### config.mk
export PLATFORM = sky130hd
export DESIGN_NAME = vending_machine_multicoin_flat
export DESIGN_NICKNAME = d
export VERILOG_FILES = /design/src/rtl/vending_machine_multicoin_if.sv /design/src/rtl/vending_machine_multicoin.sv /design/src/flat_wrapper.sv
export SDC_FILE = /design/constraint.sdc
export NUM_CORES = 1
export LEC_CHECK = 0
export CAP_MARGIN = 0
export CORE_ASPECT_RATIO = 0.8
export CORE_UTILIZATION = 40
export CTS_CLUSTER_SIZE = 24
export DETAILED_ROUTE_END_ITERATION = 7
export PLACE_DENSITY_LB_ADDON = 0.1
export SYNTH_ARGS = -nofsm -noshare
export SYNTH_HDL_FRONTEND = slang
export SYNTH_SLANG_ARGS = --single-unit
### constraint.sdc
create_clock -name clk -period 5.3 [get_ports clk]
set_input_delay 1.06 -clock clk [delete_from_list [all_inputs] [get_ports clk]]
set_output_delay 1.06 -clock clk [all_outputs]
set_load 0.01 [all_outputs]
### src/rtl/vending_machine_multicoin_if.sv
// Coin-acceptor / dispenser / change-hopper signal bundle for the multicoin vending machine.
// The master modport drives coins and cancel; the slave modport is the machine itself.
interface vending_machine_multicoin_if #(
    parameter int CREDIT_W = 10
);
    logic                N_in;
    logic                T_in;
    logic                Q_in;
    logic                D_in;
    logic                cancel;
    logic                dispense;
    logic                change;
    logic                ret_q;
    logic                ret_t;
    logic                ret_n;
    logic                reject;
    logic                busy;
    logic [CREDIT_W-1:0] credit;

    modport master (
        output N_in, T_in, Q_in, D_in, cancel,
        input  dispense, change, ret_q, ret_t, ret_n, reject, busy, credit
    );

    modport slave (
        input  N_in, T_in, Q_in, D_in, cancel,
        output dispense, change, ret_q, ret_t, ret_n, reject, busy, credit
    );
endinterface

### src/rtl/vending_machine_multicoin.sv
// Multicoin vending machine: collects 5/10/25/100c toward PRICE, vends for one cycle,
// then pays change serially (greedy quarters/dimes/nickels), one coin per cycle.
module vending_machine_multicoin #(
    parameter int PRICE    = 75,
    parameter int CREDIT_W = 10
) (
    input  logic                           clk,
    input  logic                           rstn,
    vending_machine_multicoin_if.slave     bus
);

    typedef enum logic [1:0] {
        COLLECT = 2'd0,
        VEND    = 2'd1,
        CHANGE  = 2'd2
    } state_t;

    localparam logic [CREDIT_W-1:0] PRICE_C = CREDIT_W'(PRICE);
    localparam logic [CREDIT_W-1:0] VAL_N   = CREDIT_W'(5);
    localparam logic [CREDIT_W-1:0] VAL_T   = CREDIT_W'(10);
    localparam logic [CREDIT_W-1:0] VAL_Q   = CREDIT_W'(25);
    localparam logic [CREDIT_W-1:0] VAL_D   = CREDIT_W'(100);

    // Value of the inserted coin; only meaningful when exactly one input is high.
    function automatic logic [CREDIT_W-1:0] coin_value(
        input logic n, input logic t, input logic q, input logic d
    );
        logic [CREDIT_W-1:0] v;
        v = '0;
        if (d)      v = VAL_D;
        else if (q) v = VAL_Q;
        else if (t) v = VAL_T;
        else if (n) v = VAL_N;
        return v;
    endfunction

    // Greedy pick of the next coin to return for the given remaining change.
    function automatic logic [CREDIT_W-1:0] change_coin(input logic [CREDIT_W-1:0] c);
        logic [CREDIT_W-1:0] v;
        if (c >= VAL_Q)      v = VAL_Q;
        else if (c >= VAL_T) v = VAL_T;
        else                 v = VAL_N;
        return v;
    endfunction

    state_t              state, state_next;
    logic [CREDIT_W-1:0] credit_reg, credit_next;
    logic                reject_reg, reject_next;

    logic [3:0]          coins;
    logic                single_coin;
    logic                multi_coin;
    logic                any_coin;
    logic [CREDIT_W-1:0] sum;
    logic [CREDIT_W-1:0] ret_value;

    assign coins       = {bus.D_in, bus.Q_in, bus.T_in, bus.N_in};
    assign any_coin    = |coins;
    assign single_coin = ($countones(coins) == 1);
    assign multi_coin  = ($countones(coins) > 1);
    assign sum         = credit_reg + coin_value(bus.N_in, bus.T_in, bus.Q_in, bus.D_in);
    assign ret_value   = change_coin(credit_reg);

    always_ff @(posedge clk or negedge rstn) begin
        if (!rstn) begin
            state      <= COLLECT;
            credit_reg <= '0;
            reject_reg <= 1'b0;
        end else begin
            state      <= state_next;
            credit_reg <= credit_next;
            reject_reg <= reject_next;
        end
    end

    always_comb begin
        state_next  = state;
        credit_next = credit_reg;
        reject_next = multi_coin || (any_coin && (state != COLLECT));

        case (state)
            COLLECT: begin
                if (single_coin) begin
                    // A completing coin always vends; a simultaneous cancel loses.
                    if (sum >= PRICE_C) begin
                        credit_next = sum - PRICE_C;
                        state_next  = VEND;
                    end else if (bus.cancel) begin
                        credit_next = sum;
                        state_next  = CHANGE;
                    end else begin
                        credit_next = sum;
                    end
                end else if (!any_coin && bus.cancel && (credit_reg != '0)) begin
                    state_next = CHANGE;
                end
            end

            VEND: begin
                state_next = (credit_reg != '0) ? CHANGE : COLLECT;
            end

            CHANGE: begin
                // Guarding with <= keeps a stray zero credit from wrapping around.
                if (credit_reg <= ret_value) begin
                    credit_next = '0;
                    state_next  = COLLECT;
                end else begin
                    credit_next = credit_reg - ret_value;
                end
            end

            default: begin
                state_next  = COLLECT;
                credit_next = '0;
            end
        endcase
    end

    assign bus.dispense = (state == VEND);
    assign bus.change   = (state == CHANGE);
    assign bus.ret_q    = (state == CHANGE) && (credit_reg >= VAL_Q);
    assign bus.ret_t    = (state == CHANGE) && (credit_reg <  VAL_Q) && (credit_reg >= VAL_T);
    assign bus.ret_n    = (state == CHANGE) && (credit_reg <  VAL_T);
    assign bus.reject   = reject_reg;
    assign bus.busy     = (state != COLLECT);
    assign bus.credit   = credit_reg;

endmodule
### src/flat_wrapper.sv
// flat-port wrapper written by rule: the top's interface ports become plain ports
module vending_machine_multicoin_flat 
#(
    parameter int PRICE    = 75,
    parameter int CREDIT_W = 10
)
  (clk, rstn, bus_N_in, bus_T_in, bus_Q_in, bus_D_in, bus_cancel, bus_dispense, bus_change, bus_ret_q, bus_ret_t, bus_ret_n, bus_reject, bus_busy, bus_credit);
  vending_machine_multicoin_if #(.CREDIT_W(CREDIT_W)) bus_i ();
  input  logic clk;
  input  logic rstn;
  input wire logic [$bits(bus_i.N_in)-1:0] bus_N_in;
  input wire logic [$bits(bus_i.T_in)-1:0] bus_T_in;
  input wire logic [$bits(bus_i.Q_in)-1:0] bus_Q_in;
  input wire logic [$bits(bus_i.D_in)-1:0] bus_D_in;
  input wire logic [$bits(bus_i.cancel)-1:0] bus_cancel;
  output wire logic [$bits(bus_i.dispense)-1:0] bus_dispense;
  output wire logic [$bits(bus_i.change)-1:0] bus_change;
  output wire logic [$bits(bus_i.ret_q)-1:0] bus_ret_q;
  output wire logic [$bits(bus_i.ret_t)-1:0] bus_ret_t;
  output wire logic [$bits(bus_i.ret_n)-1:0] bus_ret_n;
  output wire logic [$bits(bus_i.reject)-1:0] bus_reject;
  output wire logic [$bits(bus_i.busy)-1:0] bus_busy;
  output wire logic [$bits(bus_i.credit)-1:0] bus_credit;
  assign bus_i.N_in = bus_N_in;
  assign bus_i.T_in = bus_T_in;
  assign bus_i.Q_in = bus_Q_in;
  assign bus_i.D_in = bus_D_in;
  assign bus_i.cancel = bus_cancel;
  assign bus_dispense = bus_i.dispense;
  assign bus_change = bus_i.change;
  assign bus_ret_q = bus_i.ret_q;
  assign bus_ret_t = bus_i.ret_t;
  assign bus_ret_n = bus_i.ret_n;
  assign bus_reject = bus_i.reject;
  assign bus_busy = bus_i.busy;
  assign bus_credit = bus_i.credit;
  vending_machine_multicoin #(.PRICE(PRICE), .CREDIT_W(CREDIT_W)) u_core (.clk(clk), .rstn(rstn), .bus(bus_i));
endmodule
==> impl_metrics.env <==
export IMPL_status="finished, final reports clean"
export IMPL_worstPathRequired_ns=5.42
export IMPL_placed_cell_area_mm2=0.00194
export IMPL_antenna_found_initial=0
export IMPL_synth_top_area_share_pct=19.6
export IMPL_die_h_um=59.6
export IMPL_min_period_ns=4.44
export IMPL_min_path_type="flip-flop to flip-flop"
export IMPL_crit_path_end_kind="flip-flop"
export IMPL_cts_tree="built"
export IMPL_critPathMaxStageDelay_ns=0.58
export IMPL_crit_chain="clkdlybuf4s50_1, inv_1, ha_1, nor2_1, nor2_1, ha_1, inv_1, fa_1, inv_1, ha_1, or2_2, a211o_1, a2111o_1, nor3b_1, a21oi_1, o221ai_1"
export IMPL_grt_usage_pct=21.4
export IMPL_r2r_start="u_core.bus.credit[7]"
export IMPL_reg2reg_setup_slack_ns=1.16
export IMPL_initialDrtViolationCount=125
export IMPL_yosys_area_top_type="dfrtp_1"
export IMPL_hold_start="u_core.bus.credit[0]"
export IMPL_synthTopCellsByArea="dfrtp_1, ha_1, a21oi_1"
export IMPL_cp_max_fo=11
export IMPL_overflow=0
export IMPL_area_delta_synth_final_pct=19.4
export IMPL_ys_seq_elements=13
export IMPL_gp_congestion=0.797
export IMPL_final_antenna_net_count=0
export IMPL_async_flop_share_pct=100
export IMPL_final_cell_area_mm2=0.00198
export IMPL_largest_reg_flops=10
export IMPL_tns_ns=0
export IMPL_min_period_over_period_pct=83.8
export IMPL_start_kind="input port"
export IMPL_synth_ff_type="dfrtp_1"
export IMPL_cts_max_level=1
export IMPL_worstMarginPinSlew_ns=0.714
export IMPL_grt_pass1_wl_um=7030
export IMPL_via_per_inst=5.41
export IMPL_rsz0062_at_grt="no"
export IMPL_wire_per_inst_um=13.6
export IMPL_cp_startpoint="bus_T_in"
export IMPL_path_clk_slew_ns=0.06
export IMPL_p_leak_nw=0.901
export IMPL_setup_viol_count_final=0
export IMPL_num_vias=1595
export IMPL_rows=20
export IMPL_syn_cell_area_mm2=0.00166
export IMPL_cp_arrival_ns=4.56
export IMPL_ir_drop_uv=292
export IMPL_power_density_mw_per_mm2=722
export IMPL_hpwl_um=3290
export IMPL_slew_headroom_pct=52.2
export IMPL_cts_resized_gates=0
export IMPL_avgSynthCellArea_um2=7.65
export IMPL_synth_nets=247
export IMPL_worst_path_max_delay_cell="a2111o_1"
export IMPL_critical_path_class="input port to flip-flop"
export IMPL_cts_setup_buffers=0
export IMPL_grt_pass1_vias=1443
export IMPL_diodes=0
export IMPL_hold_viol=0
export IMPL_fp_dieArea_mm2=0.00441
export IMPL_initial_utilization_pct=42.8
export IMPL_yosys_warnings=0
export IMPL_drt_total_wl_um=4030
export IMPL_root_buffer="clkbuf_8"
export IMPL_final_max_slew_viol_count=0
export IMPL_cts_sinks=13
export IMPL_skew_ns=0.00692
export IMPL_cts_buffers=3
export IMPL_ys_seq_area_share_pct=19.6
export IMPL_portBuffers=23
export IMPL_clockBufferDepth=2
export IMPL_drive_above_1_share_pct=2.92
export IMPL_insertion_delay_ns=0.25
export IMPL_drc=0
export IMPL_grt_max_degree=14
export IMPL_io_pins=24
export IMPL_cap_violations=0
export IMPL_ys_types=43
export IMPL_core_area_mm2=0.00388
export IMPL_chipWidth_um=74.0
export IMPL_synth_edf_count=0
export IMPL_synthCells=217
export IMPL_cts_hold_buf=0
export IMPL_first_pass_iters=4
export IMPL_nets=271
export IMPL_fmax_mhz=225
[layer usage]
metal  part of all wire, %  GRT usage [%]  vias to the layer above
met1                    56           32.6                      740
li1                      -              -                      818
met2                    40           31.4                       31
met5                     0              0                        -
met3                   3.4           3.57                        6
met4                  0.75           4.12                        0
[synthesized netlist by cell type, types with 2 or more instances]
cell	instances
a211o_1	2
a21o_1	4
a21oi_1	20
a22oi_1	2
a31oi_1	5
clkbuf_1	3
dfrtp_1	13
fa_1	3
ha_1	20
inv_1	23
mux2i_1	2
nand2_1	18
nand2b_1	2
nand3_1	7
nor2_1	25
nor2b_1	5
nor3_1	2
nor3b_1	2
o211ai_1	2
o21a_1	2
o21ai_0	14
o221ai_1	3
o2bb2ai_1	2
or3_1	5
or4_1	2
xnor2_1	7
xor2_1	6
[final cells by class]
cell class / instances / area, µm²
fill: 377 / 1900
multi-input combinational: 177 / 1230
sequential: 13 / 325
tap: 55 / 68.8
clock buffer: 4 / 45.0
inverter: 23 / 86.3
timing repair buffer: 23 / 230
[critical path, delay by kind of cell]
family	cells	cell delay, ns
adder cells (fa/ha/maj)	4	1.04
AND/OR/NAND/NOR	4	0.65
AO/OA/AOI/OAI	4	1.13
buffers and inverters	4	0.67
[per-stage QoR]
stage | setup WS [ns] | power [mW] | util, % | hold WS (ns) | std cells
final | 0.859 | 1.43 | 51.1 | 0.617 | 295
after detailed placement | 0.585 | 1.33 | 49.9 | 0.602 | 291
after CTS | 0.849 | 1.43 | 51.1 | 0.615 | 295
after floorplan | 1.33 | 1.03 | - | 0.577 | 217
after global placement | 0.689 | 1.34 | 49.9 | 0.612 | 291
after global routing | 0.642 | 1.60 | 51.1 | 0.681 | 295
[kinds of logic (layout without fill, tap and decap cells)]
logic type	Yosys count	count (layout)	share of synthesized area, %
multiplexers	3	3	1.88
AND/OR/NAND/NOR	73	73	21.0
XOR/XNOR	13	13	6.86
buffers and inverters	27	50	6.56
adder cells (fa/ha/maj)	23	23	18.7
flip-flops	13	13	19.6
AO/OA/AOI/OAI	65	65	25.4
[report_power, final]
part,internal (mW),switching (mW)
combinational,0.500,0.597
sequential,0.150,0.0927
clock,0.0532,0.0379
[cell usage in the layout, fill, tap and decap left out, types with 3 or more instances in the layout]
| cell type | count |
|---|---|
| nor2_1 | 25 |
| inv_1 | 23 |
| clkdlybuf4s50_1 | 23 |
| a21oi_1 | 20 |
| ha_1 | 20 |
| nand2_1 | 18 |
| o21ai_0 | 14 |
| dfrtp_1 | 13 |
| nand3_1 | 7 |
| xnor2_1 | 7 |
| xor2_1 | 6 |
| or3_1 | 5 |
| a31oi_1 | 5 |
| nor2b_1 | 5 |
| a21o_1 | 4 |
| o221ai_1 | 3 |
| fa_1 | 3 |
| clkbuf_8 | 3 |
[final timing paths]
| path | end | cells after the start |
|---|---|---|
| max | u_core.bus.credit[6] | 16 |
| min | u_core.bus.credit[0] | 2 |
| max reg2reg | u_core.bus.credit[9] | 16 |
| min reg2reg | u_core.bus.credit[0] | 2 |
| max in group asynchronous | u_core.bus.credit[1] | 1 |
| min in group asynchronous | u_core.bus.credit[8] | 1 |
Power figures use the tool's default switching activity.
==> variant (same settings) <==
Reset style: synchronous (`rstn`), changed in one clocked block.
--- a/src/rtl/vending_machine_multicoin.sv
+++ b/src/rtl/vending_machine_multicoin.sv
@@ -61,7 +61,7 @@
     assign sum         = credit_reg + coin_value(bus.N_in, bus.T_in, bus.Q_in, bus.D_in);
     assign ret_value   = change_coin(credit_reg);
 
-    always_ff @(posedge clk or negedge rstn) begin
+    always_ff @(posedge clk) begin
         if (!rstn) begin
             state      <= COLLECT;
             credit_reg <= '0;
Function: differs if rstn is asserted again (counterexample within 4 cycles, from zero or initial values and one cycle with rstn low); with rstn held inactive, the same outputs for 10 cycles.
==> variant against the original RTL <==
Count of clock-buffer cells in the layout unchanged. Register-to-register slack improved by 0.22 ns. Area after synthesis increased by 12%. Via count up 12%. Die area grew 12%. Clock skew grew 0.0011 ns. Worst setup slack better by 0.14 ns. Sequential cell count did not move. Routed wire length increased by 21%. Cell area increased by 9.8%.
Power is left out: the tool's default activity adds up to more than one toggle a clock period on the data nets, which glitch-free logic cannot reach.
==> variant: results (changes against the original RTL) <==
r2r_slack_ns: 1.38  # +0.22 ns
multi_input_area_share: 0.690  # +0.0714
place_ws_ns: 0.743  # +0.159 ns
grt_pass1_vias: 1665  # +15%
dp_hpwl_mm: 3.87  # +18%
fillCellCount: 426  # +13%
avgSynthCellArea_sq_um: 7.93  # +3.6%
drt-initial-drc-count: 147  # +18%
holdWs_ns: 0.675  # +0.0582 ns
seqCellArea_sq_um: 260  # -20%
critPathSlowestCell: "fa_1"
fin_nets: 286  # +5.5%
hp-start: "u_core.bus.credit[9]"
min_to: "u_core.bus.credit[9]"
routed_wl_mm: 4.86  # +21%
globalplace.congestion: 0.803  # +0.82%
outcome: "completed"
grt_pass1_wl_mm: 8.34  # +19%
wl_per_cell_um: 15.6  # +14%
synth-async-reset-ratio: 0  # -1.00
critPathCapture: "u_core.bus.credit[4]"
placed_area_sq_um: 2130  # +10%
r2r-end: "u_core.bus.credit[2]"
met1_usage: 0.327  # +0.00114
setup_ws_ns: 1.00  # +0.142 ns
crit_arrival_ns: 4.44  # -0.12 ns
r2r_cells: 15  # -1
hold_depth: 3  # +1
wl_met3_um: 281  # +110%
synthTopCellsByCount: "nor2_1, ha_1, inv_1"
variant: cell count changes after synthesis, sizes merged, moves of 4 or more:
| cell | before | now |
|---|---|---|
| dfrtp | 13 | 0 |
| dfxtp | 0 | 13 |
| a21o | 4 | 9 |
| a21oi | 20 | 15 |
| inv | 23 | 18 |
| a221oi | 0 | 4 |
| nand2 | 18 | 14 |
| nor2 | 25 | 21 |
| xor2 | 6 | 2 |
variant: cells by family (layout without fill, tap and decap cells):
| family | Yosys count | in the layout | share of synthesized area |
|---|---|---|---|
| compound gates | 83 | 83 | 0.337 |
| simple gates | 77 | 77 | 0.226 |
| buf+inv | 25 | 45 | 0.0544 |
| fa+ha+maj | 23 | 23 | 0.167 |
| flops | 13 | 13 | 0.140 |
| xor+xnor | 12 | 12 | 0.0645 |
| mux | 2 | 2 | 0.0114 |
